$ cat src/rtl/mem_wb_skid_stage.sv
// MEM/WB pipeline register with a one-entry skid buffer: registered in_ready,
// strict FIFO order, writeback mux/strobe generation and a retired-entry counter.
module mem_wb_skid_stage #(
    parameter int unsigned DATA_W = 32,
    parameter int unsigned RD_W   = 5,
    parameter int unsigned RET_W  = 16
) (
    input  logic              clk,
    input  logic              reset,
    input  logic              flush,
    input  logic              in_valid,
    output logic              in_ready,
    input  logic              reg_write_in,
    input  logic              mem_to_reg_in,
    input  logic [DATA_W-1:0] read_data_in,
    input  logic [DATA_W-1:0] alu_result_in,
    input  logic [RD_W-1:0]   rd_in,
    output logic              out_valid,
    input  logic              out_ready,
    output logic              reg_write_out,
    output logic              mem_to_reg_out,
    output logic [DATA_W-1:0] read_data_out,
    output logic [DATA_W-1:0] alu_result_out,
    output logic [RD_W-1:0]   rd_out,
    output logic [DATA_W-1:0] wb_data_out,
    output logic              wb_en,
    output logic [RET_W-1:0]  retire_count
);

    typedef struct packed {
        logic              valid;
        logic              reg_write;
        logic              mem_to_reg;
        logic [DATA_W-1:0] read_data;
        logic [DATA_W-1:0] alu_result;
        logic [RD_W-1:0]   rd;
    } entry_t;

    typedef enum logic [1:0] {StEmpty, StOne, StTwo} state_e;

    state_e           state_q;
    entry_t           main_q;
    entry_t           skid_q;
    entry_t           in_entry;
    logic [RET_W-1:0] retire_count_q;
    logic             accept;
    logic             drain;

    always_comb begin
        in_entry            = '0;
        in_entry.valid      = 1'b1;
        in_entry.reg_write  = reg_write_in;
        in_entry.mem_to_reg = mem_to_reg_in;
        in_entry.read_data  = read_data_in;
        in_entry.alu_result = alu_result_in;
        in_entry.rd         = rd_in;
    end

    // in_ready depends only on the skid slot, so out_ready never reaches it.
    assign in_ready = !skid_q.valid;
    assign accept   = in_valid && in_ready;
    assign drain    = out_valid && out_ready;

    assign out_valid      = main_q.valid;
    assign reg_write_out  = main_q.reg_write;
    assign mem_to_reg_out = main_q.mem_to_reg;
    assign read_data_out  = main_q.read_data;
    assign alu_result_out = main_q.alu_result;
    assign rd_out         = main_q.rd;
    assign wb_data_out    = main_q.mem_to_reg ? main_q.read_data : main_q.alu_result;
    assign wb_en          = drain && main_q.reg_write && (main_q.rd != '0);
    assign retire_count   = retire_count_q;

    always_ff @(posedge clk) begin
        if (reset) begin
            state_q        <= StEmpty;
            main_q         <= '0;
            skid_q         <= '0;
            retire_count_q <= '0;
        end else begin
            // A drain seen in a flush cycle still counts as retired.
            if (drain) begin
                retire_count_q <= retire_count_q + RET_W'(1);
            end
            if (flush) begin
                state_q      <= StEmpty;
                main_q.valid <= 1'b0;
                skid_q.valid <= 1'b0;
            end else begin
                unique case (state_q)
                    StEmpty: begin
                        if (accept) begin
                            main_q  <= in_entry;
                            state_q <= StOne;
                        end
                    end
                    StOne: begin
                        if (accept && drain) begin
                            main_q <= in_entry;
                        end else if (accept) begin
                            skid_q  <= in_entry;
                            state_q <= StTwo;
                        end else if (drain) begin
                            main_q.valid <= 1'b0;
                            state_q      <= StEmpty;
                        end
                    end
                    StTwo: begin
                        if (drain) begin
                            main_q       <= skid_q;
                            skid_q.valid <= 1'b0;
                            state_q      <= StOne;
                        end
                    end
                    default: begin
                        state_q      <= StEmpty;
                        main_q.valid <= 1'b0;
                        skid_q.valid <= 1'b0;
                    end
                endcase
            end
        end
    end

endmodule

$ cat config.mk
export PLATFORM = sky130hd
export DESIGN_NAME = mem_wb_skid_stage
export DESIGN_NICKNAME = d
export VERILOG_FILES = /design/src/rtl/mem_wb_skid_stage.sv
export SDC_FILE = /design/constraint.sdc
export NUM_CORES = 1
export LEC_CHECK = 0
export ABC_AREA = 1
export CAP_MARGIN = 10
export CORE_ASPECT_RATIO = 1.2
export CORE_UTILIZATION = 30
export CTS_BUF_LIST = sky130_fd_sc_hd__clkbuf_4 sky130_fd_sc_hd__clkbuf_8
export DETAILED_ROUTE_END_ITERATION = 6
export SYNTH_ARGS = -nofsm -noshare
export SYNTH_HDL_FRONTEND = slang
export SYNTH_SLANG_ARGS = --single-unit
$ cat constraint.sdc
create_clock -name clk -period 1.7 [get_ports clk]
set_input_delay 0.34 -clock clk [delete_from_list [all_inputs] [get_ports clk]]
set_output_delay 0.34 -clock clk [all_outputs]
set_load 0.01 [all_outputs]
## After elaboration in Yosys (flattened, before gate mapping)

Index checks and enable logic that the tools add are counted.

| storage, ports and cells | value |
|---|---|
| flip-flop bits (word level) | 162 |
| input bits | 76 |
| output and inout bits | 122 |
| word-level logic and storage cells | 61 |

| operators by class | value |
|---|---|
| add/sub/neg operators | 1 |
| equal/unequal tests | 10 |
| mux-type cells | 18 |
| bitwise gates (word level) | 3 |
| reduce and logical (&&, ||, !) cells | 15 |

Operators with widths:

| operator | count |
|---|---|
| $mux 72 | 4 |
| $pmux 71 s3 | 1 |
| $mux 71 | 1 |
| $mux 32 | 1 |
| $add 16x1->16 const B | 1 |
| $reduce_and 4->1 | 4 |
| $mux 2 | 5 |
| $ne 2x2->1 const B | 5 |
| $ne 3x3->1 const B | 3 |
| $pmux 1 s3 | 2 |
| $pmux 2 s3 | 1 |
| $logic_and 1x1->1 | 5 |
| $reduce_and 5->1 | 1 |
| $reduce_bool 5->1 | 1 |
| $mux 1 | 3 |
| $not 1->1 | 3 |
| $reduce_bool 3->1 | 1 |
| $eq 2x1->1 const B | 1 |
| $eq 2x2->1 const B | 1 |
| $logic_not 2->1 | 1 |
| $reduce_or 2->1 | 1 |
| $logic_not 1->1 | 1 |

## Depth between registers and ports, before layout

Gate-level depths: netlist (run 1).

| logic depth | value |
|---|---|
| depth after elaboration | 5 |
| mapped depth | 10 |
| depth with buffers taken out | 8 |

## Worst setup path after synthesis (run 1)

Ideal clock, no wire load.

| path | value |
|---|---|
| path type | register -> output |
| start | register main_q, in the netlist mem_to_reg_out |
| end | output port wb_data_out[10] |
| arrival | 1.328 ns |
| required time | 1.360 ns |
| path slack | 0.032 ns |
| cell stages (with the launch flop) | 4 |
| buffers on the path | 2 |
| cell sequence | dfxtp_1 > clkbuf_1 > clkbuf_1 > mux2_2 |

| on the way | value |
|---|---|
| word-level cells in the longest chain between the ends | 1 |

RTL lines:

| element | line | text |
|---|---|---|
| start, declared | 42 | `entry_t main_q;` |
| start signal, assigned | 93 | `main_q <= in_entry;` |
| start signal, assigned | 99 | `main_q <= in_entry;` |
| start signal, assigned | 110 | `main_q <= skid_q;` |
| $mux 32 | 70 | `assign wb_data_out = main_q.mem_to_reg ? main_q.read_data : main_q.alu_result;` |
| end, declared | 25 | `output logic [DATA_W-1:0] wb_data_out,` |

Every way passes these cells.

## Worst setup path after layout (run 1)

| path | value |
|---|---|
| start | register main_q, in the netlist mem_to_reg_out |
| end | output port wb_data_out[17] |

The elaborated chain is that of the path after synthesis.

==> results.sh, run 1 <==
export IMPL_relSlewSlack_pct=77.0
export IMPL_wl_per_cell_um=15.7
export IMPL_yosysUniqueCellTypes=32
export IMPL_cts_sinks=162
export IMPL_ys_warn_count=0
export IMPL_cp_arrival_ns=1.57
export IMPL_clock_skew_ns=0.0148
export IMPL_power_per_cell_area_mw_per_mm2=821
export IMPL_criticalPathCategory="register to output pin"
export IMPL_grt_use_total_pct=18.3
export IMPL_grt_pass1_wl_um=37200
export IMPL_core_mm2=0.0249
export IMPL_cp_start_kind="register"
export IMPL_ioPinCount=198
export IMPL_clk_pin_slew_ns=0.08
export IMPL_hold_viol=0
export IMPL_numCtsBuffers=17
export IMPL_final_cell_mix="230 x nor2_1, 206 x nand2_1, 129 x dfxtp_1"
export IMPL_finalSetupTns_ns=-5.48
export IMPL_period_share_pct=112
export IMPL_violations="negative setup slack"
export IMPL_grt_start_max_net_pins=74
export IMPL_drive_above_1_share_pct=16.7
export IMPL_grt_pass1_vias=6865
export IMPL_worstReg2RegEnd="read_data_out[13]"
export IMPL_syn2layout_area_growth_pct=45.3
export IMPL_root_buffer="clkbuf_8"
export IMPL_r2r_cells=10
export IMPL_cts_tree="done"
export IMPL_drv_slew=0
export IMPL_worstPathMaxFanout=8
export IMPL_io_buffer_count=197
export IMPL_rsz0062_at_grt="true"
export IMPL_gr_total_overflow=0
export IMPL_irDropWorstVdd_mv=0.431
export IMPL_pre_cts_ws_ns=-0.369
export IMPL_cap_violations=0
export IMPL_insertion_delay_ns=0.47
export IMPL_endpoint="wb_data_out[17]"
export IMPL_drtIter0Drc=326
export IMPL_r2r_start="skid_q[71]"
export IMPL_antenna_cells=0
export IMPL_num_rows=63
export IMPL_power_total_w=0.00913
export IMPL_first_pass_iters=6
export IMPL_power_leakage_nw=4.97
export IMPL_crit_required_ns=1.36
export IMPL_antenna_found_initial=1
export IMPL_start_util_pct=30.7
export IMPL_layout_commonest_cell="nor2_1"
export IMPL_syn_inst=1077
export IMPL_place_congestion=0.793
export IMPL_fin_crit_ns=1.91
export IMPL_drt_drc_violations_left=0
export IMPL_clk_path_buf_depth=2
export IMPL_yosys_register_bits=162
export IMPL_routed_wl_um=25500
export IMPL_hold_class="register to register"
export IMPL_die_w_um=148
export IMPL_dp_hpwl_um=16700
export IMPL_crit_start="mem_to_reg_out"
export IMPL_status="complete, but fails checks"
export IMPL_vias=7653
export IMPL_post_drt_via_cell_ratio=4.72
export IMPL_yosysSeqAreaShare_pct=42.4
export IMPL_htree_levels=4
export IMPL_syn_avg_cell_area_um2=7.11
export IMPL_die_y_um=177
export IMPL_nFillCells=2530
export IMPL_drtAntennaViolNets=0
export IMPL_die_area_mm2=0.0262
export IMPL_num_nets_final=1362
export IMPL_timing_fmax_mhz=525
export IMPL_ff2ff_setup_slack_ns=0.10
export IMPL_worstMarginPinSlew_ns=0.342
export IMPL_setup_violations_final=33
export IMPL_cts_hold_buf=0
export IMPL_syn_area_mm2=0.00765
export IMPL_fin_ws_ns=-0.207
export IMPL_end_kind="output pin"
export IMPL_synth_net_count=1154
## cells by family after synthesis
group | after synthesis | share of synthesized area (%)
and+or+nand+nor | 560 | 32.2
AOI/OAI and AO/OA | 180 | 12.1
DFF | 162 | 42.4
buffers and inverters | 139 | 8.11
muxes | 32 | 4.71
xor gates and xnor gates | 3 | 0.343
adders and majority gates | 1 | 0.163
## area by class of cell
class	instances	area, um2	share of cell area, %
Timing Repair Buffer	265	2830	25.4
Multi-Input combinational cell	776	3940	35.4
Tap cell	325	407	3.66
Clock buffer	21	289	2.60
Clock inverter	11	126	1.14
Sequential cell	162	3290	29.6
Inverter	63	239	2.15
## registers in the layout, indices dropped and copies added (netlist names), 2 cells and up
name            cells
alu_result_out     32
state_q             2
retire_count       16
rd_out              5
read_data_out      32
skid_q             72
## worst max-delay path, cell delays in order, from the launching register on
cell,delay (ns)
dfxtp_4,0.39
buf_12,0.12
clkbuf_16,0.16
mux2_4,0.31
buf_6,0.12
## cells in the mapped netlist, drive strengths merged
cell | number | area [um2]
o21bai | 1 | 7.51
xor2 | 3 | 26.3
or2 | 1 | 6.26
a21oi | 54 | 282
nand3 | 40 | 205
buf | 44 | 264
inv | 63 | 236
and2 | 1 | 6.26
nor2 | 233 | 901
nor3 | 2 | 10.0
a31oi | 2 | 12.5
o211ai | 1 | 7.51
nand3b | 71 | 533
dfxtp | 162 | 3240
o21a | 1 | 7.51
nand4 | 3 | 18.8
ha | 1 | 12.5
nand2 | 209 | 787
o21ai | 121 | 606
mux2 | 32 | 360
clkbuf | 32 | 120
## layer usage
layer / global-route usage [%] / vias to the layer above / wire [um]
li1: - / 3887 / -
met3: 4.28 / 26 / 1430
met1: 23.4 / 3540 / 11200
met5: 0 / - / 13
met4: 5.24 / 2 / 373
met2: 30.4 / 198 / 12500
## worst min-delay path by stage
| stage | depth (start not counted) | to | startpoint | slack [ns] |
|---|---|---|---|---|
| after global routing | 2 | skid_q[18] | skid_q[18] | 0.47 |
| final | 2 | skid_q[49] | skid_q[49] | 0.45 |
| after detailed placement | 2 | skid_q[11] | skid_q[11] | 0.44 |
| after global placement | 2 | skid_q[11] | skid_q[11] | 0.43 |
| after CTS | 2 | skid_q[11] | skid_q[11] | 0.45 |
| after floorplan | 2 | skid_q[10] | skid_q[10] | 0.42 |
## power breakdown
group          leakage (nW)  switching [W]  internal, W
logic                  3.42       0.000956      0.00106
registers              1.34       0.000173      0.00400
clock network         0.212        0.00147      0.00147
total                  4.97        0.00260      0.00653
## timing repair
action / 4_1_cts / 5_1_grt
buffers inserted: 4 / 8
pin swaps: 2 / 7
endpoints found under the setup margin: 122 / 118
cloned: 0 / 10
gates resized for setup: 295 / 39
## per-stage QoR
step	area [um2]	util [%]	cells	hold slack (ns)
final	11100	44.6	1623	0.449
after detailed placement	10200	40.9	1570	0.439
after global placement	10200	40.9	1570	0.433
after global routing	11100	44.6	1623	0.466
after floorplan	7650	-	1077	0.425
after CTS	10700	42.8	1606	0.451
Power figures use the tool's default switching activity.
==> inputs of run 2 (changes only) <==
--- a/config.mk
+++ b/config.mk
@@ -5,7 +5,7 @@
 export SDC_FILE = /design/constraint.sdc
 export NUM_CORES = 1
 export LEC_CHECK = 0
-export ABC_AREA = 1
+export ABC_AREA = 0
 export CAP_MARGIN = 10
 export CORE_ASPECT_RATIO = 1.2
 export CORE_UTILIZATION = 30
==> results.sh, run 2 <==
export IMPL_gr_total_overflow=0
export IMPL_p_int_w=0.00665
export IMPL_async_flop_share_pct=0
export IMPL_clkPwrFrac_pct=32.5
export IMPL_period_share_pct=114
export IMPL_cp_start_kind="register"
export IMPL_cts_tree="done"
export IMPL_post_drt_via_cell_ratio=5.07
export IMPL_pre_cts_ws_ns=-0.490
export IMPL_clock_skew_ns=0.0112
export IMPL_grt_pass1_vias=6190
export IMPL_yosysMostFrequentCell="dfxtp_1"
export IMPL_swShare_pct=27.9
export IMPL_min_to="retire_count[2]"
export IMPL_antenna_cells=0
export IMPL_timing_fmax_mhz=516
export IMPL_root_buffer="clkbuf_8"
export IMPL_ioPinCount=198
export IMPL_cts_sinks=162
export IMPL_worstReg2RegEnd="read_data_out[5]"
export IMPL_die_area_mm2=0.0242
export IMPL_hold_class="input pin to register"
export IMPL_synth_edf_count=0
export IMPL_start_util_pct=30.5
export IMPL_worstPathMaxFanout=2
export IMPL_core_mm2=0.0232
export IMPL_routed_wl_um=24800
export IMPL_ys_warn_count=0
export IMPL_hold_start="reset"
export IMPL_criticalPathCategory="register to output pin"
export IMPL_syn_area_mm2=0.00708
export IMPL_final_cell_mix="150 x nand2_1, 141 x dfxtp_1, 105 x a21oi_1"
export IMPL_layout_commonest_cell="nand2_1"
export IMPL_grt_use_total_pct=18.2
export IMPL_dp_hpwl_um=13800
export IMPL_setup_violations_final=82
export IMPL_drtIter0Drc=407
export IMPL_power_frac_seq_pct=44.5
export IMPL_drtAntennaViolNets=0
export IMPL_fin_crit_ns=1.94
export IMPL_end_kind="output pin"
export IMPL_num_nets_final=1121
export IMPL_crit_chain="or3_1 > o311a_1 > buf_2"
export IMPL_htree_levels=4
export IMPL_drv_slew=0
export IMPL_die_w_um=142
export IMPL_power_leakage_nw=5.08
export IMPL_hold_depth=2
export IMPL_yosys_register_bits=162
export IMPL_syn_inst=789
export IMPL_top_register="skid_q"
export IMPL_synthTopCellsByArea="dfxtp_1 46%, a21oi_1 10%, mux2i_1 10%"
export IMPL_nFillCells=2143
export IMPL_yosysUniqueCellTypes=38
export IMPL_power_per_cell_area_mw_per_mm2=780
export IMPL_ff2ff_setup_slack_ns=-0.08
export IMPL_pwr_share_comb_pct=23.0
export IMPL_finalSetupTns_ns=-6.09
export IMPL_crit_slowest_cell="or3_1"
export IMPL_relSlewSlack_pct=64.8
export IMPL_hold_viol=0
export IMPL_crit_required_ns=1.36
export IMPL_r2r_cells=7
export IMPL_synth_commonest_cells="162 x dfxtp_1, 152 x nand2_1, 148 x a21oi_1, 72 x mux2i_1, 71 x a311oi_1"
export IMPL_clk_pin_slew_ns=0.09
export IMPL_final_core_util_pct=51.0
export IMPL_antenna_found_initial=2
export IMPL_cp_arrival_ns=1.60
export IMPL_place_congestion=0.786
export IMPL_vias=6952
export IMPL_rsz0062_at_grt="true"
export IMPL_synth_net_count=866
export IMPL_io_buffer_count=197
export IMPL_netlist_area_leader_share_pct=45.8
export IMPL_worstMarginPinSlew_ns=0.527
export IMPL_drt_drc_violations_left=0
export IMPL_largest_reg_flops=72
export IMPL_status="complete, but fails checks"
export IMPL_clk_path_buf_depth=2
export IMPL_drive_above_1_share_pct=31.2
export IMPL_first_pass_iters=5
export IMPL_irDropWorstVdd_mv=0.480
export IMPL_wl_per_cell_um=18.1
export IMPL_grt_start_max_net_pins=59
export IMPL_insertion_delay_ns=0.45
export IMPL_cap_violations=0
export IMPL_die_y_um=170
export IMPL_cts_hold_buf=0
export IMPL_fin_ws_ns=-0.238
export IMPL_cpPeakStageDelay_ns=0.37
export IMPL_yosysSeqAreaShare_pct=45.8
export IMPL_syn2layout_area_growth_pct=67.2
export IMPL_grt_pass1_wl_um=34100
export IMPL_numCtsBuffers=17
export IMPL_violations="negative setup slack"
export IMPL_p_switching_w=0.00258
export IMPL_synth_top_flop_cell="dfxtp_1"
export IMPL_r2r_start="skid_q[71]"
export IMPL_syn_avg_cell_area_um2=8.98
export IMPL_num_rows=61
export IMPL_synth_top_cell_by_area="dfxtp_1"
[run 2: changes by cell type in the layout (fill, tap and decap cells not counted), moves of 29 or more]
| cell | previous run | this run |
|---|---|---|
| a21oi_1 | 53 | 105 |
| a21oi_2 | 0 | 39 |
| a311oi_1 | 0 | 29 |
| a311oi_2 | 0 | 42 |
| inv_1 | 55 | 5 |
| mux2i_1 | 0 | 72 |
| nand2_1 | 206 | 150 |
| nand3_1 | 38 | 4 |
| nand3b_1 | 71 | 0 |
| nor2_1 | 230 | 15 |
| o21ai_0 | 56 | 2 |
| o21ai_1 | 65 | 0 |
[run 2: what timing repair did]
action,4_1_cts,5_1_grt
pin swaps,10,96
cloned,6,22
hold endpoints to repair,0,0
setup buffers,6,22
resized for setup,308,147
setup endpoints to repair,125,151
[run 2: worst max-delay path: cells and delay by family, from the launching register on]
kind                   cells  cell delay [ns]
AND/OR/NAND/NOR            1             0.37
buffers and inverters      1             0.14
AO/OA/AOI/OAI              1             0.31
flip-flops                 1             0.33
[run 2: how the worst max path moves through the flow]
stage	startpoint	end	slack [ns]
2_1_floorplan	mem_to_reg_out	wb_data_out[10]	0.03
3_3_place_gp	in_valid	read_data_out[21]	-0.45
3_5_place_dp	in_valid	read_data_out[17]	-0.49
4_1_cts	mem_to_reg_out	wb_data_out[9]	-0.27
5_1_grt	rd_out[4]	wb_en	-0.31
6_report	rd_out[4]	wb_en	-0.24
[run 2: logic make-up (layout without fill, tap and decap cells)]
group           count (synthesis)  in the layout  share of synthesized area [%]
compound gates                229            229                           20.4
simple gates                  197            197                           11.6
flops                         162            162                           45.8
mux                           105            105                           15.4
buf+inv                        82            348                           5.00
xor+xnor                       13             13                           1.61
fa+ha+maj                       1              1                          0.177
[run 2: power by group through the flow]
stage | combinational (W) | clock [W] | sequential [W]
6_report | 0.00212 | 0.00300 | 0.00410
4_1_cts | 0.00166 | 0.00309 | 0.00409
3_5_place_dp | 0.00156 | 0 | 0.00417
2_1_floorplan | 0.000634 | 0 | 0.00419
3_3_place_gp | 0.00154 | 0 | 0.00417
5_1_grt | 0.00225 | 0.00324 | 0.00413
[run 2: metal layers]
metal / vias to the layer above / wire length [um] / track usage (%)
met5: - / 31 / 0
met4: 4 / 659 / 7.39
met3: 44 / 1270 / 4.16
met2: 218 / 11800 / 29.3
met1: 3317 / 11100 / 23.4
li1: 3369 / - / -
[run 2: final cells by class]
class / instances / area [um2] / area share, %
Clock buffer: 19 / 255 / 2.16
Inverter: 6 / 25.0 / 0.211
Multi-Input combinational cell: 545 / 4110 / 34.7
Timing Repair Buffer: 312 / 3630 / 30.6
Tap cell: 315 / 394 / 3.33
Clock inverter: 11 / 154 / 1.30
Sequential cell: 162 / 3270 / 27.6
[run 2: metrics by stage]
stage	instance area, um2	total power, W	hold WS [ns]	std cells
global placement	9870	0.00571	0.441	1288
detailed placement	9870	0.00573	0.446	1288
CTS	10600	0.00883	0.294	1330
floorplan	7080	0.00483	0.417	789
global route	11800	0.00962	0.331	1370
finish	11800	0.00923	0.339	1370
==> edit: new RTL, settings of run 1 <==
The 3 states of `state_e` get a one-hot encoding in 3 bits.
--- a/src/rtl/mem_wb_skid_stage.sv
+++ b/src/rtl/mem_wb_skid_stage.sv
@@ -36,7 +36,7 @@
         logic [RD_W-1:0]   rd;
     } entry_t;
 
-    typedef enum logic [1:0] {StEmpty, StOne, StTwo} state_e;
+    typedef enum logic [2:0] {StEmpty = 3'b001, StOne = 3'b010, StTwo = 3'b100} state_e;
 
     state_e           state_q;
     entry_t           main_q;
Formal check against the unedited RTL: no difference found for any inputs over 4 cycles, from zero or initial values and one cycle with reset high; so few cycles prove little.
==> edit against run 1 <==
  * The flow still finishes with violations (negative setup slack)
  * Core utilization decreased by 1.5 points
  * Routed wire length decreased by 9.1%
  * Sequential cell count increased by 1
  * Register-to-register slack improved by 20 ps
  * Final cell count increased by 3.3%
  * Setup slack improved by 7.2 ps
  * Sequential share of layout area increased by 0.45 points
  * Design area decreased by 0.80%
  * Via count increased by 0.85%
  * Area after synthesis increased by 2.2%
  * Power about the same
  * Global-route usage decreased by 0.61 points
  * Die area increased by 2.2%
  * Sequential power increased by 1%
  * Critical endpoint is now wb_data_out[16]
==> edit: results (changes against run 1) <==
- Cts bufs inserted: 17 (unchanged)
- Clock Tree Root: clkbuf_8
- Adder-Cell Fraction of Synth Area: 0.00160 (-0.0000358)
- First-pass GRT wire length: 36.5 mm (-1.8%)
- Placed cells: 1,637 (+4.3%)
- Largest net degree at the start of global routing: 97 (+31%)
- Number of H-tree levels: 4 (unchanged)
- Vias in the first global route: 7,116 (+3.7%)
- Post-synth EDFFs: 0 (unchanged)
- Detailed Place HPWL: 16.2 mm (-3.1%)
- Layout Nets: 1,409 (+3.5%)
- WL/cell: 13.8 um (-12%)
- Layout cells sized above 1: 0.160 (-0.00733)
- Final setup fails: 32 (-3.0%)
- Peak supply drop: 0.000444 V (+3.1%)
- Crit path DAT: 1560 ps
- Ys flop type: dfxtp_1
- GP Congestion: 0.809 (+2.1%)
- Proportion of synthesized area in mux cells: 0.0461 (-0.00103)
- Clk_lat worst skew: 470 ps (about the same)
- Max reg flops: 72 (unchanged)
- Initial antenna violation count: 4 (+3)
- Worst-path clk slew: 90 ps
- Post-Syn Area per Cell: 6.88 sq um (-3.2%)
- Clk buf depth: 2 (unchanged)
- Status: complete, but fails checks
- Leakage: 5.09 nW (+2.5%)
- Synth top cells by count: 179 x nand2_1, 165 x inv_1, 163 x dfxtp_1
- Compound-Gate Fraction of Synth Area: 0.198 (+0.0778)
- Max FO, Critical Path: 6 (-2)
- Slew @ Worst Pin: 482 ps (+140 ps)
- Synth cell types: 28 (-13%)
- Async set or reset register ratio after synthesis: 0 (unchanged)
- Finished Layout Cells: 1,677 (+3.3%)
- Setup WS post-layout: -199 ps (+7.18 ps)
- Vias post-DR: 7,718 (+0.85%)
- Initial DRC Count: 357 (+9.5%)
- Worst Hold Class: register to register
- Failing checks: negative setup slack
- Sequential fraction of the synthesis area: 0.417 (-0.00673)
- Reg with most FFs: skid_q
- Port Buffers: 197 (unchanged)
- Total track usage: 0.177 (-0.00610)
- Xor-xnor portion of the synthesized cell area: 0.00112 (-0.00231)
- Yosys warnings: 0 (unchanged)
- Net Count, Synth: 1,215 (+5.3%)
- Worst clock skew: 16.8 ps (+1.94 ps)
- Detailed-router iteration count before antenna repair: 5 (-1)
- Synth top area cells: dfxtp_1 42%, a21oi_1 9.7%, o21ai_0 8.9%, nand2_1 8.6%, inv_1 7.9%
edit: cell types whose count changed in the layout (fill, tap and decap cells not counted), sizes merged, moves of 3 or more:
cell,delta
nand2,-27
nand3b,-71
inv,+112
a21oi,+99
nor2,-130
clkinv,-5
o21ai,+28
nor3,+3
clkinvlp,+3
clkbuf,-12
nand3,+48
edit: kinds of logic (layout without fill, tap and decap cells):
kind of cell    count (synthesis)  after routing
compound gates                306            306
xor+xnor                        1              1
simple gates                  384            384
mux                            32             32
flops                         163            163
other cells                     0              2
fa+ha+maj                       1              1
buf+inv                       251            458
edit: path summary, 6_finish.rpt:
path / slack (ps) / end / startpoint / cells past startpoint
worst max-delay path: -200 / wb_data_out[16] / mem_to_reg_out / 4
worst min-delay path: 450 / skid_q[12] / skid_q[12] / 2
worst max register to register: 120 / read_data_out[16] / state_q[0] / 9
worst min register to register: 450 / skid_q[12] / skid_q[12] / 2
edit: per-layer routing:
metal | up-vias | routed length (um) | global-route usage
met5 | - | 28 | 0
met4 | 4 | 421 | 0.0685
met3 | 27 | 1050 | 0.0399
met2 | 135 | 11700 | 0.312
met1 | 3505 | 10000 | 0.205
li1 | 4047 | - | -
edit: critical path, stage by stage, from the launching register on:
cell	delay (ps)
dfxtp_4	390
buf_12	120
buf_16	140
mux2_4	310
buf_6	120
edit: layout make-up:
type                    count  area [sq um]
diodes                      2          5.00
clock buffers              19           255
clock inverters            13           123
fillers                  2653         14500
inverters                 170           641
multi-input cells         724          3680
flip-flops and latches    163          3320
well taps                 330           413
repair buffers            256          2600
edit: what timing repair did:
| item | in CTS | in global routing |
|---|---|---|
| resized for setup | 321 | 15 |
| buffers inserted | 7 | 0 |
| endpoints found under the setup margin | 122 | 120 |
| hold endpoints to repair | 0 | 0 |
| gates cloned | 3 | 0 |
edit: per-stage QoR:
stage	util	setup TNS, ps	setup slack, ps	instance area, sq um
4_1_cts	0.432	-7550	-324	11000
2_1_floorplan	-	0	31.7	7820
3_5_place_dp	0.410	-35460	-328	10500
3_3_place_gp	0.410	-37640	-350	10500
6_report	0.432	-5130	-199	11000
5_1_grt	0.432	-6790	-254	11000
edit: power by group:
part / leakage [nW] / internal [mW] / switching (mW) / total [mW]
Sequential: 1.34 / 4.03 / 0.187 / 4.21
Clock: 0.184 / 1.23 / 1.56 / 2.79
Combinational: 3.57 / 1.11 / 1.01 / 2.12
